File: src/rtl/muldiv_pkg.sv
// Shared definitions for the HI/LO multiply/divide sequencer.
// Op codes match the ALU control decoder and the hazard unit.
// The state encoding is used by the sequencer FSM.
package muldiv_pkg;

  localparam logic [4:0] OP_MULT  = 5'b01111;
  localparam logic [4:0] OP_MULTU = 5'b10000;
  localparam logic [4:0] OP_DIV   = 5'b10001;
  localparam logic [4:0] OP_DIVU  = 5'b10010;

  typedef enum logic [1:0] {
    IDLE  = 2'd0,
    RUN   = 2'd1,
    FIXUP = 2'd2
  } state_t;

  // True for the four codes this unit executes; anything else is not ours.
  function automatic logic is_valid_op(input logic [4:0] op);
    return (op == OP_MULT) || (op == OP_MULTU) || (op == OP_DIV) || (op == OP_DIVU);
  endfunction

  function automatic logic op_is_signed(input logic [4:0] op);
    return (op == OP_MULT) || (op == OP_DIV);
  endfunction

  function automatic logic op_is_div(input logic [4:0] op);
    return (op == OP_DIV) || (op == OP_DIVU);
  endfunction

endpackage

File: src/rtl/muldiv_ctrl.sv
// Iterative mult/multu/div/divu sequencer; owns architectural HI/LO.
// Latency: WIDTH+1 edges from accepting start to result in HI/LO (done pulse).
// No backpressure: start while busy is dropped, the pipeline must stall on busy.
module muldiv_ctrl
  import muldiv_pkg::*;
#(
  parameter int WIDTH = 32
) (
  input  logic             clk,
  input  logic             reset,
  input  logic             start,
  input  logic [4:0]       op,
  input  logic [WIDTH-1:0] a,
  input  logic [WIDTH-1:0] b,
  input  logic             mthi_en,
  input  logic             mtlo_en,
  input  logic [WIDTH-1:0] wdata,
  output logic             busy,
  output logic             done,
  output logic [WIDTH-1:0] hi,
  output logic [WIDTH-1:0] lo
);

  localparam int CW = $clog2(WIDTH);
  localparam logic [CW-1:0] CNT_LAST = CW'(WIDTH - 1);

  state_t           state;
  logic [CW-1:0]    cnt;
  logic             op_div;
  logic             op_signed;
  logic             sign_a;
  logic             sign_b;
  logic             div_zero;
  // acc: upper product half while multiplying, partial remainder while dividing
  logic [WIDTH-1:0] acc;
  // lsr: multiplier shifting out / dividend shifting out while quotient shifts in
  logic [WIDTH-1:0] lsr;
  // opb: multiplicand or divisor magnitude
  logic [WIDTH-1:0] opb;
  // original dividend, returned in HI on divide by zero
  logic [WIDTH-1:0] orig_a;

  logic             req_ok;
  logic             req_signed;
  logic [WIDTH-1:0] abs_a;
  logic [WIDTH-1:0] abs_b;

  logic [WIDTH:0]   add_sum;
  logic [WIDTH:0]   div_shift;
  logic [WIDTH:0]   div_diff;
  logic [WIDTH-1:0] acc_nxt;
  logic [WIDTH-1:0] lsr_nxt;

  logic [2*WIDTH-1:0] prod;
  logic [2*WIDTH-1:0] mul_res;
  logic [WIDTH-1:0]   quo_res;
  logic [WIDTH-1:0]   rem_res;

  assign busy = (state != IDLE);

  // Decode the incoming request and take operand magnitudes for signed ops.
  always_comb begin
    req_ok     = start && is_valid_op(op);
    req_signed = op_is_signed(op);
    abs_a      = a;
    abs_b      = b;
    if (req_signed && a[WIDTH-1]) abs_a = '0 - a;
    if (req_signed && b[WIDTH-1]) abs_b = '0 - b;
  end

  // One shift-add multiply step or one restoring divide step.
  always_comb begin
    add_sum   = {1'b0, acc} + (lsr[0] ? {1'b0, opb} : '0);
    div_shift = {acc, lsr[WIDTH-1]};
    div_diff  = div_shift - {1'b0, opb};
    acc_nxt   = add_sum[WIDTH:1];
    lsr_nxt   = {add_sum[0], lsr[WIDTH-1:1]};
    if (op_div) begin
      if (!div_diff[WIDTH]) begin
        acc_nxt = div_diff[WIDTH-1:0];
        lsr_nxt = {lsr[WIDTH-2:0], 1'b1};
      end else begin
        acc_nxt = div_shift[WIDTH-1:0];
        lsr_nxt = {lsr[WIDTH-2:0], 1'b0};
      end
    end
  end

  // Sign fixup of the unsigned magnitude results.
  always_comb begin
    prod    = {acc, lsr};
    mul_res = prod;
    quo_res = lsr;
    rem_res = acc;
    if (op_signed && (sign_a ^ sign_b)) begin
      mul_res = '0 - prod;
      quo_res = '0 - lsr;
    end
    if (op_signed && sign_a) rem_res = '0 - acc;
  end

  // Sequencer FSM plus HI/LO ownership.
  always_ff @(posedge clk or posedge reset) begin
    if (reset) begin
      state     <= IDLE;
      cnt       <= '0;
      op_div    <= 1'b0;
      op_signed <= 1'b0;
      sign_a    <= 1'b0;
      sign_b    <= 1'b0;
      div_zero  <= 1'b0;
      acc       <= '0;
      lsr       <= '0;
      opb       <= '0;
      orig_a    <= '0;
      hi        <= '0;
      lo        <= '0;
      done      <= 1'b0;
    end else begin
      done <= 1'b0;
      case (state)
        IDLE: begin
          if (mthi_en) hi <= wdata;
          if (mtlo_en) lo <= wdata;
          if (req_ok) begin
            op_div    <= op_is_div(op);
            op_signed <= req_signed;
            sign_a    <= a[WIDTH-1];
            sign_b    <= b[WIDTH-1];
            div_zero  <= (b == '0);
            orig_a    <= a;
            acc       <= '0;
            lsr       <= abs_a;
            opb       <= abs_b;
            cnt       <= '0;
            state     <= RUN;
          end
        end
        RUN: begin
          acc <= acc_nxt;
          lsr <= lsr_nxt;
          cnt <= cnt + 1'b1;
          if (cnt == CNT_LAST) state <= FIXUP;
        end
        FIXUP: begin
          if (!op_div) begin
            hi <= mul_res[2*WIDTH-1:WIDTH];
            lo <= mul_res[WIDTH-1:0];
          end else if (div_zero) begin
            hi <= orig_a;
            lo <= '1;
          end else begin
            hi <= rem_res;
            lo <= quo_res;
          end
          done  <= 1'b1;
          state <= IDLE;
        end
        default: state <= IDLE;
      endcase
    end
  end

endmodule

File: config.mk
export PLATFORM = sky130hd
export DESIGN_NAME = muldiv_ctrl
export DESIGN_NICKNAME = d
export VERILOG_FILES = /design/src/rtl/muldiv_pkg.sv /design/src/rtl/muldiv_ctrl.sv
export SDC_FILE = /design/constraint.sdc
export NUM_CORES = 1
export LEC_CHECK = 0
export ABC_CLOCK_PERIOD_IN_PS = 8420
export CAP_MARGIN = 5
export CORE_ASPECT_RATIO = 1.2
export CORE_MARGIN = 3
export CORE_UTILIZATION = 45
export DETAILED_ROUTE_END_ITERATION = 12
export PLACE_DENSITY_LB_ADDON = 0.25
export SLEW_MARGIN = 20
export SYNTH_ARGS = -nofsm -noshare
export SYNTH_HDL_FRONTEND = slang
export SYNTH_SLANG_ARGS = --single-unit
File: constraint.sdc
create_clock -name clk -period 8.42 [get_ports clk]
set_clock_uncertainty 0.1 [all_clocks]
set_input_delay 0.842 -clock clk [delete_from_list [all_inputs] [get_ports clk]]
set_output_delay 0.842 -clock clk [all_outputs]
set_load 0.01 [all_outputs]
; Yosys cells after proc, flatten, opt, wreduce, memory -nomap -nowiden
; Index checks and enable logic that the tools add are counted.
[totals]
output_inout_bits = 66
elab_cells = 82
in_bits = 106
ff_bits = 205
[op_classes]
bitwise = 1
eq_ne = 11
n_reduce_logical = 20
add_sub_neg = 8
mux = 28
[ops]
columns = op, n
row1 = 32-bit 2-to-1 mux, 16
row2 = 32-bit one-hot mux with 2 select lines, 4
row3 = 1-bit by 32-bit subtractor with 32-bit output (first input constant), 4
row4 = 64-bit 2-to-1 mux, 1
row5 = 1-bit by 64-bit subtractor with 64-bit output (first input constant), 1
row6 = 32-bit by 32-bit adder with 33-bit output, 1
row7 = 33-bit by 32-bit subtractor with 33-bit output, 1
row8 = 32-bit logical NOT, 1
row9 = 5-bit == test (second input constant), 4
row10 = 5-bit one-hot mux with 2 select lines, 1
row11 = 2-bit AND reduction, 5
row12 = 2-bit inequality test (second input constant), 4
row13 = 2-bit nonzero test, 3
row14 = 5-bit by 1-bit adder with 5-bit output (second input constant), 1
row15 = 5-bit by 4-bit == test with 1-bit output (second input constant), 1
row16 = 1-bit logical AND, 5
row17 = 1-bit logical OR, 5
row18 = 5-bit 2-to-1 mux, 1
row19 = 2-bit 2-to-1 mux, 2
row20 = 2-bit one-hot mux with 2 select lines, 1
row21 = 2-bit by 1-bit == test with 1-bit output (second input constant), 1
row22 = 2-bit == test (second input constant), 1
row23 = 2-bit logical NOT, 1
row24 = 1-bit 2-to-1 mux, 2
row25 = 1-bit XOR, 1

; Logic depth before layout (Yosys ltp)
[depth]
word_depth = 7
mapped_depth = 16
mapped_depth_nobuf = 14

; Worst setup path before layout
; No wires, ideal clock.
[synth_timing]
path_kind = register to register
from = register lsr[31]
to = register acc[3]
required_ns = 8.202
stages_incl_launch_ff = 16
synth_period_minus_slack_ns = 3.570
path_buffers = 2
setup_slack_ns = 4.850
t_arrival_ns = 3.352
setup_time_ns = 0.118
cell_sequence = dfrtp_1 clkbuf_1 inv_1 ha_1 fa_1 nand2b_1 a21oi_1 o311ai_1 a31oi_2 a21oi_1 o31ai_1 xor2_1 buf_2 mux2i_1 a21oi_1 a21o_1
[synth_via]
elab_chain_cells = 4
[synth_lines]
columns = element, line
row1 = "start, declared", muldiv_ctrl.sv:37  ; logic [WIDTH-1:0] lsr;
row2 = "start signal, assigned", muldiv_ctrl.sv:133  ; lsr <= abs_a;
row3 = "start signal, assigned", muldiv_ctrl.sv:141  ; lsr <= lsr_nxt;
row4 = 33-bit by 32-bit subtractor with 33-bit output, muldiv_ctrl.sv:75  ; div_diff = div_shift - {1'b0, opb};
row5 = 32-bit 2-to-1 mux, muldiv_ctrl.sv:79  ; if (!div_diff[WIDTH]) begin
row6 = 32-bit 2-to-1 mux, muldiv_ctrl.sv:78  ; if (op_div) begin
row7 = 32-bit one-hot mux with 2 select lines, muldiv_ctrl.sv:121  ; case (state)
row8 = "end signal, assigned", muldiv_ctrl.sv:140  ; acc <= acc_nxt;
row9 = "end, declared", muldiv_ctrl.sv:35  ; logic [WIDTH-1:0] acc;
; Every way passes these cells.
; A chain may end at the register's enable or synchronous reset.

; Worst setup path after layout
[layout_timing]
from = register lsr[31]
to = register acc[16]
; Same word-level chain as after synthesis.

==> results.yml <==
outcome:
  outcome: "completed"
timing:
  timing.final.crit_period_ns: 4.53
  report.final.setup_viol: 0
  worst_slew_pin_slew_ns: 1.03
  post-route-period-util: 0.538
  grt_setup_unrepaired: "no"
  clock.fmax_mhz: 221
  totalNegativeSetupSlack_ns: 0
  hold_ws_ns: 0.379
  slew_violations: 0
  maxSlewHeadroom: 0.304
  hold_viol_final: 0
final_layout:
  filler_cell_count: 3339
  num_antenna_cells: 0
  syn2layout_area_growth_pct: 17.3
  layout_commonest_cell: "nand2_1"
  postLayoutCoreUtil: 0.541
  share_of_layout_cells_above_drive_strength_1: 0.0444
  layout.nets: 2346
  most-common-layout-cells: "nand2_1, o21ai_0, dfrtp_1"
  final_cell_count_no_fill: 2647
clock_tree:
  cts_post_setup_buffers_inserted: 0
  numClockSinks: 204
  ctsLongestPathBuffers: 3
  post_cts.resized_instances: 0
  ctsHoldBuffers: 0
  worst_skew_pair.late_latency_ns: 0.54
  cts_root_buf: "clkbuf_16"
  numCtsBuffers: 24
  clock_tree.htree_level_count: 1
  tritoncts: "yes"
  clkSlewWorstSetupHoldPaths_ns: 0.06
synthesis:
  synth-edff-count: 0
  ys.flop_type: "dfrtp_1"
  synthTopCellsByArea: "dfrtp_1, nand2_1, o21ai_0, ha_1, a21oi_1"
  async_flop_share: 1.00
  synthesis.area_sq_um: 16300
  synth.yosys.warnings: 0
  post_synth_num_cell_types: 83
  synthesis.instances: 2085
  synth.yosys.seq_area_share: 0.313
  yosysTopAreaCell: "dfrtp_1"
  synth.avg_cell_area_sq_um: 7.82
  ys_seq_elements: 204
  share_of_yosys_cell_area_claimed_by_the_top_area_cell_type: 0.313
  synth_fp_nets: 2263
floorplanning:
  placement_rows: 75
  full_die_area_sq_um: 38600
  initial_utilization: 0.461
  coreArea_sq_um: 35400
  die_height_microns: 215
  die_span_in_x_microns: 180
  number_of_top_level_design_ports: 172
job:
  maxCapViolCount: 0
grt:
  grt.overflow.total: 0
  grt_pass1_vias: 15600
  pin_count_of_the_biggest_net_entering_global_routing: 155
  grt_use_total: 0.283
  antenna_found_initial: 0
  global_route_wire_length_before_repair_microns: 88000
min_path:
  hp-class: "reg2reg"
worst_setup_path:
  worstPathRequired_ns: 8.74
  crit_path_start_kind: "register"
  r2r_slack_ns: 3.89
  timing.setup.critical_path_class: "reg2reg"
  critPathArrivalTime_ns: 4.85
  path_max_fanout: 29
  timing.critical_path.to_type: "register"
routing:
  wirelength_microns: 57000
  drt-pass1-iter-count: 6
  route.detailed.drc: 0
  detailedRoute.firstIterationViolations: 1387
  vias: 16100
  post_drt_wl_per_cell_microns: 21.5
  final_antenna_net_count: 0
  via_per_inst: 6.09
power:
  p_leak_nw: 8.01
  power_per_cell_area_nw_per_um2: 410
  power.ir.vdd_worst_mv: 0.205
  totalPowerFinal_mw: 7.85
placed_design:
  place.detailed.instances: 2603
  dpl.hpwl_microns: 42900
  io_buffers: 171
  routabilityCongestion: 0.977
[worst paths after layout]
check,from,to,cells after the start
max in group asynchronous,reset,lo[7]$_DFFE_PP0P_,4
worst max-delay path,lsr[31]$_DFFE_PP0P_,acc[16]$_DFFE_PP0P_,14
min in group asynchronous,reset,lsr[10]$_DFFE_PP0P_,2
worst min-delay path,opb[22]$_DFFE_PP0P_,opb[22]$_DFFE_PP0P_,2
worst min register to register,opb[22]$_DFFE_PP0P_,opb[22]$_DFFE_PP0P_,2
worst max register to register,lsr[31]$_DFFE_PP0P_,acc[16]$_DFFE_PP0P_,14
[flip-flops by register name, summed over array words and instances, names as in the netlist, 2 cells and up]
| signal | cells |
|---|---|
| orig_a | 31 |
| lsr | 32 |
| opb | 32 |
| state | 2 |
| acc | 32 |
| cnt | 5 |
| hi | 32 |
| lo | 32 |
[synth_stat cells, types with 20 or more instances]
master,count
xor2_1,82
a21oi_1,160
clkbuf_1,116
a21o_1,34
nand2_1,305
a22oi_1,24
nor2_1,161
ha_1,70
or3_1,21
dfrtp_1,204
o22ai_1,51
nor3_1,45
a31oi_1,30
a211oi_1,31
inv_1,62
nand3_1,33
o31ai_1,20
mux2i_1,58
o21ai_0,216
xnor2_1,89
[kinds of logic (layout without fill, tap and decap cells)]
logic type,Yosys count,count (layout),synth area share
XOR/XNOR,171,171,0.0918
multiplexers,58,58,0.0356
AO/OA/AOI/OAI,683,683,0.257
buffers and inverters,199,299,0.0479
adder cells (fa/ha/maj),72,72,0.0562
flip-flops,204,204,0.313
AND/OR/NAND/NOR,698,698,0.198
[area by class of cell]
| cell class | instances | area, sq um | area share |
|---|---|---|---|
| well taps | 462 | 578 | 0.0302 |
| repair buffers | 193 | 1930 | 0.101 |
| inverters | 63 | 244 | 0.0128 |
| multi-input cells | 1682 | 10500 | 0.547 |
| clock inverters | 12 | 133 | 0.00694 |
| clock buffers | 31 | 667 | 0.0349 |
| flip-flops and latches | 204 | 5110 | 0.267 |
[metal layers]
layer / vias up / track usage / wire length (microns)
li1: 7692 / - / -
met1: 7664 / 0.349 / 23000
met2: 635 / 0.487 / 27100
met3: 120 / 0.0343 / 3590
met4: 0 / 0.142 / 3260
met5: - / 0 / 0
[stage by stage]
| stage | setup WS, ns | instance area, sq um |
|---|---|---|
| floorplan | 1.91 | 16300 |
| CTS | 3.89 | 19100 |
| finish | 3.89 | 19100 |
| detailed placement | 3.93 | 18300 |
| global route | 3.51 | 19100 |
| global placement | 3.94 | 18300 |
[report_power, final]
| part | internal [mW] | switching (mW) |
|---|---|---|
| combinational | 2.03 | 2.60 |
| sequential | 1.46 | 0.699 |
| clock | 0.623 | 0.439 |
| total | 4.11 | 3.74 |
[worst max-delay path, stage by stage (launching register included)]
cell	delay [ns]
dfrtp_1	0.49
inv_1	0.08
ha_1	0.23
fa_1	0.38
nand2b_1	0.19
a21oi_1	0.23
o311ai_1	0.18
a31oi_2	0.32
a21oi_1	0.19
o31ai_1	0.54
xor2_4	0.41
buf_4	0.48
mux2i_1	0.24
a21oi_1	0.09
a31o_2	0.25
Note: power is estimated with default switching activity, not from simulation.
